--- config.mk ---
export PLATFORM = sky130hd
export DESIGN_NAME = int_vect_ctrl
export DESIGN_NICKNAME = d
export VERILOG_FILES = /design/src/rtl/int_vect_ctrl_pkg.sv /design/src/rtl/int_prio_enc.sv /design/src/rtl/int_vect_ctrl.sv
export SDC_FILE = /design/constraint.sdc
export NUM_CORES = 1
export LEC_CHECK = 0
export CAP_MARGIN = 20
export CORE_MARGIN = 3
export CORE_UTILIZATION = 55
export CTS_CLUSTER_SIZE = 10
export DETAILED_ROUTE_END_ITERATION = 6
export DONT_BUFFER_PORTS = 1
export GPL_TIMING_DRIVEN = 1
export PLACE_DENSITY = 0.77
export SETUP_SLACK_MARGIN = 0.4
export SLEW_MARGIN = 20
export SYNTH_ARGS = -nofsm -noshare
export SYNTH_HDL_FRONTEND = slang
export SYNTH_SLANG_ARGS = --single-unit
--- constraint.sdc ---
create_clock -name clk -period 3 [get_ports clk]
set_input_delay 0.6 -clock clk [delete_from_list [all_inputs] [get_ports clk]]
set_output_delay 0.6 -clock clk [all_outputs]
set_load 0.05 [all_outputs]
--- src/rtl/int_vect_ctrl_pkg.sv ---
// Shared definitions for the vectored interrupt controller: register offsets,
// FSM state codes and sizing constants.
package int_vect_ctrl_pkg;

    localparam logic [3:0] INTC_CTRL = 4'd0;
    localparam logic [3:0] INTC_MASK = 4'd1;
    localparam logic [3:0] INTC_PEND = 4'd2;
    localparam logic [3:0] INTC_STAT = 4'd3;

    // Index width is sized for the largest supported source count (32).
    localparam int IDX_W = 5;

    // A source stays excluded for the pulse cycle plus this many cycles after it.
    localparam logic [1:0] BLANK_CYCLES = 2'd3;

    typedef enum logic [1:0] {
        ST_IDLE    = 2'd0,
        ST_REQ     = 2'd1,
        ST_SERVICE = 2'd2
    } intc_state_e;

endpackage

--- src/rtl/int_prio_enc.sv ---
// Lowest-index-first priority encoder: index 0 is the highest priority source.
module int_prio_enc
    import int_vect_ctrl_pkg::*;
#(
    parameter int N = 8
) (
    input  logic [N-1:0]     req_i,
    output logic             valid_o,
    output logic [IDX_W-1:0] idx_o
);

    always_comb begin
        valid_o = |req_i;
        idx_o   = '0;
        // Scan downwards so the lowest set index is the last assignment.
        for (int i = N - 1; i >= 0; i--) begin
            if (req_i[i]) idx_o = IDX_W'(i);
        end
    end

endmodule

--- src/rtl/int_vect_ctrl.sv ---
// Vectored interrupt controller: masks and prioritises level interrupt lines,
// raises one vectored request to the core and acks the granted source via int_rst.
module int_vect_ctrl
    import int_vect_ctrl_pkg::*;
#(
    parameter int ADDRESS           = 0,
    parameter int BUS_ADDR_DATA_LEN = 16,
    parameter int NUM_INT           = 8,
    parameter int VECT_WIDTH        = 6
) (
    input  logic                         clk,
    input  logic                         rst,
    input  logic [BUS_ADDR_DATA_LEN-1:0] addr,
    input  logic                         wr_w,
    input  logic                         rd_w,
    input  logic [31:0]                  bus_in,
    output logic [31:0]                  bus_out,
    output logic                         req_bus,
    input  logic [NUM_INT-1:0]           int_src,
    output logic [NUM_INT-1:0]           int_rst,
    output logic                         cpu_int_req,
    output logic [VECT_WIDTH-1:0]        cpu_int_vect,
    input  logic                         cpu_int_ack,
    input  logic                         cpu_reti
);

    localparam int AW = BUS_ADDR_DATA_LEN + 1;
    localparam logic [AW-1:0] WIN_LO = AW'(ADDRESS);
    localparam logic [AW-1:0] WIN_HI = WIN_LO + AW'(16);

    intc_state_e                state_q;
    logic [IDX_W-1:0]           idx_q;
    logic                       req_q;
    logic [VECT_WIDTH-1:0]      vect_q;
    logic                       gie_q;
    logic [NUM_INT-1:0]         mask_q;
    logic [NUM_INT-1:0]         int_rst_q, int_rst_d;
    logic [NUM_INT-1:0][1:0]    blank_cnt_q;

    logic [3:0]                 offs;
    logic                       wr_en;
    logic [NUM_INT-1:0]         blank;
    logic [NUM_INT-1:0]         pend;
    logic [31:0]                pend_w;
    logic [31:0]                ack_oh;
    logic                       win_vld;
    logic [IDX_W-1:0]           win_idx;
    logic                       unused_bus;

    assign req_bus = ({1'b0, addr} >= WIN_LO) && ({1'b0, addr} < WIN_HI);
    assign offs    = addr[3:0];
    assign wr_en   = wr_w && req_bus;
    assign unused_bus = ^bus_in;

    always_comb begin
        for (int i = 0; i < NUM_INT; i++) begin
            blank[i] = int_rst_q[i] || (blank_cnt_q[i] != 2'd0);
        end
    end

    assign pend   = int_src & mask_q & {NUM_INT{gie_q}} & ~blank;
    assign pend_w = 32'(pend);
    assign ack_oh = 32'd1 << idx_q;

    int_prio_enc #(.N(NUM_INT)) u_prio (
        .req_i   (pend),
        .valid_o (win_vld),
        .idx_o   (win_idx)
    );

    // Software clear and FSM ack share one pulse register; coincident hits merge.
    always_comb begin
        int_rst_d = '0;
        if (wr_en && offs == INTC_PEND) int_rst_d = bus_in[NUM_INT-1:0];
        if (state_q == ST_REQ && cpu_int_ack) int_rst_d = int_rst_d | ack_oh[NUM_INT-1:0];
    end

    always_ff @(posedge clk) begin
        if (!rst) begin
            state_q <= ST_IDLE;
            idx_q   <= '0;
            req_q   <= 1'b0;
            vect_q  <= '0;
        end else begin
            case (state_q)
                ST_IDLE: begin
                    if (win_vld) begin
                        state_q <= ST_REQ;
                        idx_q   <= win_idx;
                        req_q   <= 1'b1;
                        vect_q  <= VECT_WIDTH'(win_idx) + VECT_WIDTH'(1);
                    end
                end
                ST_REQ: begin
                    // Ack takes precedence over the granted line dropping.
                    if (cpu_int_ack) begin
                        state_q <= ST_SERVICE;
                        req_q   <= 1'b0;
                    end else if (!pend_w[idx_q]) begin
                        state_q <= ST_IDLE;
                        req_q   <= 1'b0;
                        vect_q  <= '0;
                    end
                end
                ST_SERVICE: begin
                    if (cpu_reti) begin
                        state_q <= ST_IDLE;
                        vect_q  <= '0;
                    end
                end
                default: begin
                    state_q <= ST_IDLE;
                    req_q   <= 1'b0;
                    vect_q  <= '0;
                end
            endcase
        end
    end

    always_ff @(posedge clk) begin
        if (!rst) begin
            gie_q       <= 1'b0;
            mask_q      <= '0;
            int_rst_q   <= '0;
            blank_cnt_q <= '0;
        end else begin
            if (wr_en && offs == INTC_CTRL) gie_q  <= bus_in[0];
            if (wr_en && offs == INTC_MASK) mask_q <= bus_in[NUM_INT-1:0];
            int_rst_q <= int_rst_d;
            for (int i = 0; i < NUM_INT; i++) begin
                if (int_rst_q[i])
                    blank_cnt_q[i] <= BLANK_CYCLES;
                else if (blank_cnt_q[i] != 2'd0)
                    blank_cnt_q[i] <= blank_cnt_q[i] - 2'd1;
            end
        end
    end

    always_comb begin
        bus_out = '0;
        if (rd_w && req_bus) begin
            case (offs)
                INTC_CTRL: bus_out = {31'b0, gie_q};
                INTC_MASK: bus_out = 32'(mask_q);
                INTC_PEND: bus_out = 32'(int_src & mask_q);
                INTC_STAT: bus_out = 32'({idx_q, 6'b0, state_q});
                default:   bus_out = '0;
            endcase
        end
    end

    assign int_rst      = int_rst_q;
    assign cpu_int_req  = req_q;
    assign cpu_int_vect = vect_q;

endmodule
Word-level counts from Yosys, hierarchy flattened
Index checks and enable logic that the tools add are counted.
Operators by class
  mux-type cells: 44
  equal/unequal tests: 10
  bitwise logic cells: 7
  shift-type cells: 1
  $add $sub $neg: 9
  magnitude comparators: 2
  reductions and logical operators: 37
Operators with widths (number)
  case mux 13 bit (4 select lines): 1
  2-to-1 mux 2 bit: 20
  AND 8 bit: 4
  2-to-1 mux 32 bit: 1
  nonzero test 2 bit: 16
  2-to-1 mux 3 bit: 8
  2-to-1 mux 6 bit: 4
  case mux 6 bit (3 select lines): 1
  < comparator 16 x 5 -> 1 bit (second input constant): 1
  2-to-1 mux 8 bit: 2
  subtractor 2 x 1 -> 2 bit (second input constant): 8
  equality test 4 x 2 -> 1 bit (second input constant): 2
  logical OR 1 bit: 8
  NOT 8 bit: 1
  bitwise OR 8 bit: 1
  OR reduction 8 bit: 1
  left shift 1 x 5 -> 8 bit (first input constant): 1
  adder 5 x 1 -> 6 bit (second input constant): 1
  logical AND 1 bit: 6
  < comparator 5 x 6 -> 1 bit (second input constant): 1
  inequality test 2 bit (second input constant): 3
  case mux 2 bit (3 select lines): 1
  AND reduction 3 bit: 2
  binary-select mux 1 bit (select 5 bit): 1
  other kinds (12): 15
Storage, ports and cells
  input port bits: 62
  register bits: 47

Depth between registers and ports, before layout
  depth after elaboration: 15
  depth in mapped cells: 11
  depth with buffers taken out: 11

Cells and area by module
Synthesis repeated with hierarchy kept, for this count alone.
Unflattened totals
  cells, all modules: 320
  area total of the unflattened synthesis: 2700.1 µm²
Modules (own cells, without submodules)
  int_vect_ctrl: area each 2600.0 µm², cells an instance 304, seq. area each 940.9 µm², times used 1
  int_prio_enc: area each 100.1 µm², cells an instance 16, seq. area each 0.0 µm², times used 1

Least setup slack after synthesis
OpenSTA, ideal clock, no wires.
  path kind: input port to output port
  from: in addr[13]
  to: out bus_out[3]
  arrival: 2917 ps
  stages on the path: 5
  required time: 2400 ps
  setup slack: -517 ps
  path through: nor4_1 -> and3_1 -> nand3_1 -> clkbuf_1 -> nor3b_1
On the way
  word-level cells in the longest chain between the ends: 3
Ends and longest elaborated chain
  start, declared: RTL line int_vect_ctrl.sv:13  | input logic [BUS_ADDR_DATA_LEN-1:0] addr,
  < comparator 16 x 5 -> 1 bit: RTL line int_vect_ctrl.sv:50  | assign req_bus = ({1'b0, addr} >= WIN_LO) && ({1'b0, addr} < WIN_HI);
  via req_bus: RTL line int_vect_ctrl.sv:18  | output logic req_bus,
  logical AND 1 bit: RTL line int_vect_ctrl.sv:141  | if (rd_w && req_bus) begin
  2-to-1 mux 32 bit: RTL line int_vect_ctrl.sv:141
  end, declared: RTL line int_vect_ctrl.sv:17  | output logic [31:0] bus_out,
The timed path passes the listed nets, and every way through them passes these cells.

Worst setup path after layout
  from: in addr[8]
  to: out bus_out[3]
Same word-level chain as after synthesis.

==> run_results.csv <==
group,metric,value,unit
yosys,ys.flop_type,"dfxtp_1",
yosys,yosys_warnings,0,
critical_path,cp_slowest_cell,"and3_4",
clock_tree,h-tree-depth,2,
critical_path,path_max_fanout,7,
clock_tree,cts_tree,"built",
critical_path,cp.required,2.40,ns
route,dr_wl_met3,630,µm
floorplanning,core,4440,µm²
global_route,track_usage,22.4,%
yosys,synth_seq_cells,43,
yosys,syn_area_per_cell,8.27,µm²
final_layout,area_growth,11.6,%
clock_tree,insertion_delay,0.30,ns
timing,tightest_slew,0.900,ns
floorplanning,dieArea,5570,µm²
global_route,antenna_found_initial,0,
timing,setup-violations-final,0,
route,post_drt_wl_per_cell,16.1,µm
floorplanning,initial_utilization,58.2,%
route,dr.pass1.iters,4,
yosys,syn_area,2590,µm²
clock_tree,root_buffer,"clkbuf_8",
timing,slew_headroom,39.9,%
floorplanning,num_rows,24,
pwr,ir_drop,0.414,mV
route,vias,2206,
yosys,yosys-top-cells-area,"dfxtp_1, nor2_1, mux2i_1",
global_route,grt-ovfl-total,0,
pwr,power,1.71,mW
clock_tree,cts.clk_slew.worst_paths,0.08,ns
route,ant_nets,0,
route,routed_via_density,5.82,
timing,drv_slew,0,
yosys,netlist_top_cells_count,"nor2_1, dfxtp_1, buf_4, mux2i_1, inv_1",
timing,post-route-period-util,84.8,%
clock_tree,clockBufferDepth,2,
route,drt-initial-drc-count,190,
timing,fin_worst_skew,0.00839,ns
clock_tree,clock-sinks,43,
global_route,grt_max_degree,29,
critical_path,path_class,"input pin to primary output",
floorplanning,die_w,74.6,µm
place,place_congestion,0.932,
route,wl_met2,2930,µm
yosys,synth_top_area_share,33.3,%
critical_path,cp-end-kind,"primary output",
yosys,syn_inst,313,
route,dr.max_layer_used,"met4",
place,hpwlAfterDp,4610,µm
job,drv_cap,0,
status,status,"finished clean",
global_route,grt_pass1_wl,9440,µm
yosys,ys_seq_area_share,33.3,%
yosys,yosys.area.top_type,"dfxtp_1",
global_route,grt_pass1_vias,1966,
pwr,p_per_area,591,nW/µm²
clock_tree,cts_buffers,5,
final_layout,antennaDiodeCount,0,
floorplanning,die_h,74.6,µm
timing,setup_tns,0,ns
timing,finalCriticalPeriod,2.54,ns
timing,hold_violations,0,
worst_hold_path,hp-class,"input pin to flip-flop",
floorplanning,ios,110,
place,numPortBuffers,0,
critical_path,arrival,1.94,ns
final_layout,drive_gt1_share,15.9,%
critical_path,crit_path_start_kind,"input pin",
route,drt-total-wl,6090,µm
yosys,postSynth.asyncResetShare,0,%
yosys,synth.distinct_cells,53,
timing,max_freq,393,MHz
critical_path,path_cells,"nor4_2 > and3_4 > nand3_4 > buf_12 > nor3b_4 > buf_4",
route,met1_length,2460,µm
final_layout,final_nets,399,
timing,grt_setup_unrepaired,"false",
critical_path,slowest_delay,0.37,ns
yosys,synth_edf_count,0,
pwr,p_leak,1.30,nW
yosys,synth_most_common_cell,"nor2_1",
route,drc,0,
[final timing paths]
path / end / slack (ns) / start / cells after the start
hold / removal: state_q[0]$_SDFFE_PN0P_ / 0.41 / rst / 1
setup / recovery: bus_out[3] / 0.46 / addr[8] / 6
setup reg to reg: cpu_int_vect[0]$_SDFFE_PN0P_ / 0.69 / gie_q$_SDFFE_PN0P_ / 6
hold reg to reg: idx_q[2]$_SDFFE_PN0P_ / 0.55 / idx_q[2]$_SDFFE_PN0P_ / 2
[cell families (layout without fill, tap and decap cells)]
group	after synthesis	after routing	share of synthesized area, %
buffers and inverters	54	46	11.8
other	1	23	0.145
AOI/OAI and AO/OA	40	40	10.9
xor gates and xnor gates	8	8	2.71
adders and majority gates	9	9	4.35
DFF	43	43	33.3
and+or+nand+nor	137	137	28.7
muxes	21	21	8.12
[final cells by class]
type | instances | area [µm²]
clock buffer | 6 | 72.6
fill | 365 | 1550
inverter | 20 | 75.1
tap | 52 | 65.1
sequential | 43 | 861
timing repair buffer | 20 | 174
multi-input combinational | 238 | 1640
[critical path: cells and delay by family]
kind                   cells  cell delay [ns]
buffers and inverters      2             0.39
and+or+nand+nor            4             0.95
[metal layers]
layer	track usage [%]	vias up
met5	0	-
met4	5.93	0
met3	6.76	7
met2	37.5	98
met1	28.3	1042
li1	-	1059
[power breakdown]
group,switching [mW],total (mW),internal (mW)
logic,0.376,0.662,0.286
registers,0.0374,0.704,0.667
clock network,0.186,0.341,0.155
[what timing repair did]
item	4_1_cts	5_1_grt
setup buffers	2	0
hold endpoints to repair	0	0
resized for setup	0	5
hold buffers	0	0
pin swaps	1	1
endpoints found under the setup margin	9	5
[state kept, by name, indices dropped and copies added, names as in the netlist]
register and cells:
idx_q 3, gie_q 1, state_q 2, blank_cnt_q 16
int_rst 8, cpu_int_req 1, cpu_int_vect 4, mask_q 8
[placed cells by master, fill, tap and decap left out, drive strengths merged, types with 8 or more instances in the layout]
cell,n
nor2,69
nand4,8
ha,9
mux2i,21
inv,20
conb,23
a21oi,9
dfxtp,43
buf,20
nor3,9
xnor2,8
nand2,12
[per-stage QoR]
step                util (%)  cells  area, µm²  setup slack, ns  hold WS [ns]
floorplan                  -    335       2820            0.385         0.475
global placement        62.3    371       2770            0.354         0.498
detailed placement      62.3    371       2770            0.332         0.528
CTS                     64.6    379       2870            0.474         0.418
global route            65.0    379       2890            0.420         0.419
finish                  65.0    379       2890            0.455         0.414
(Power assumes the default switching activity.)
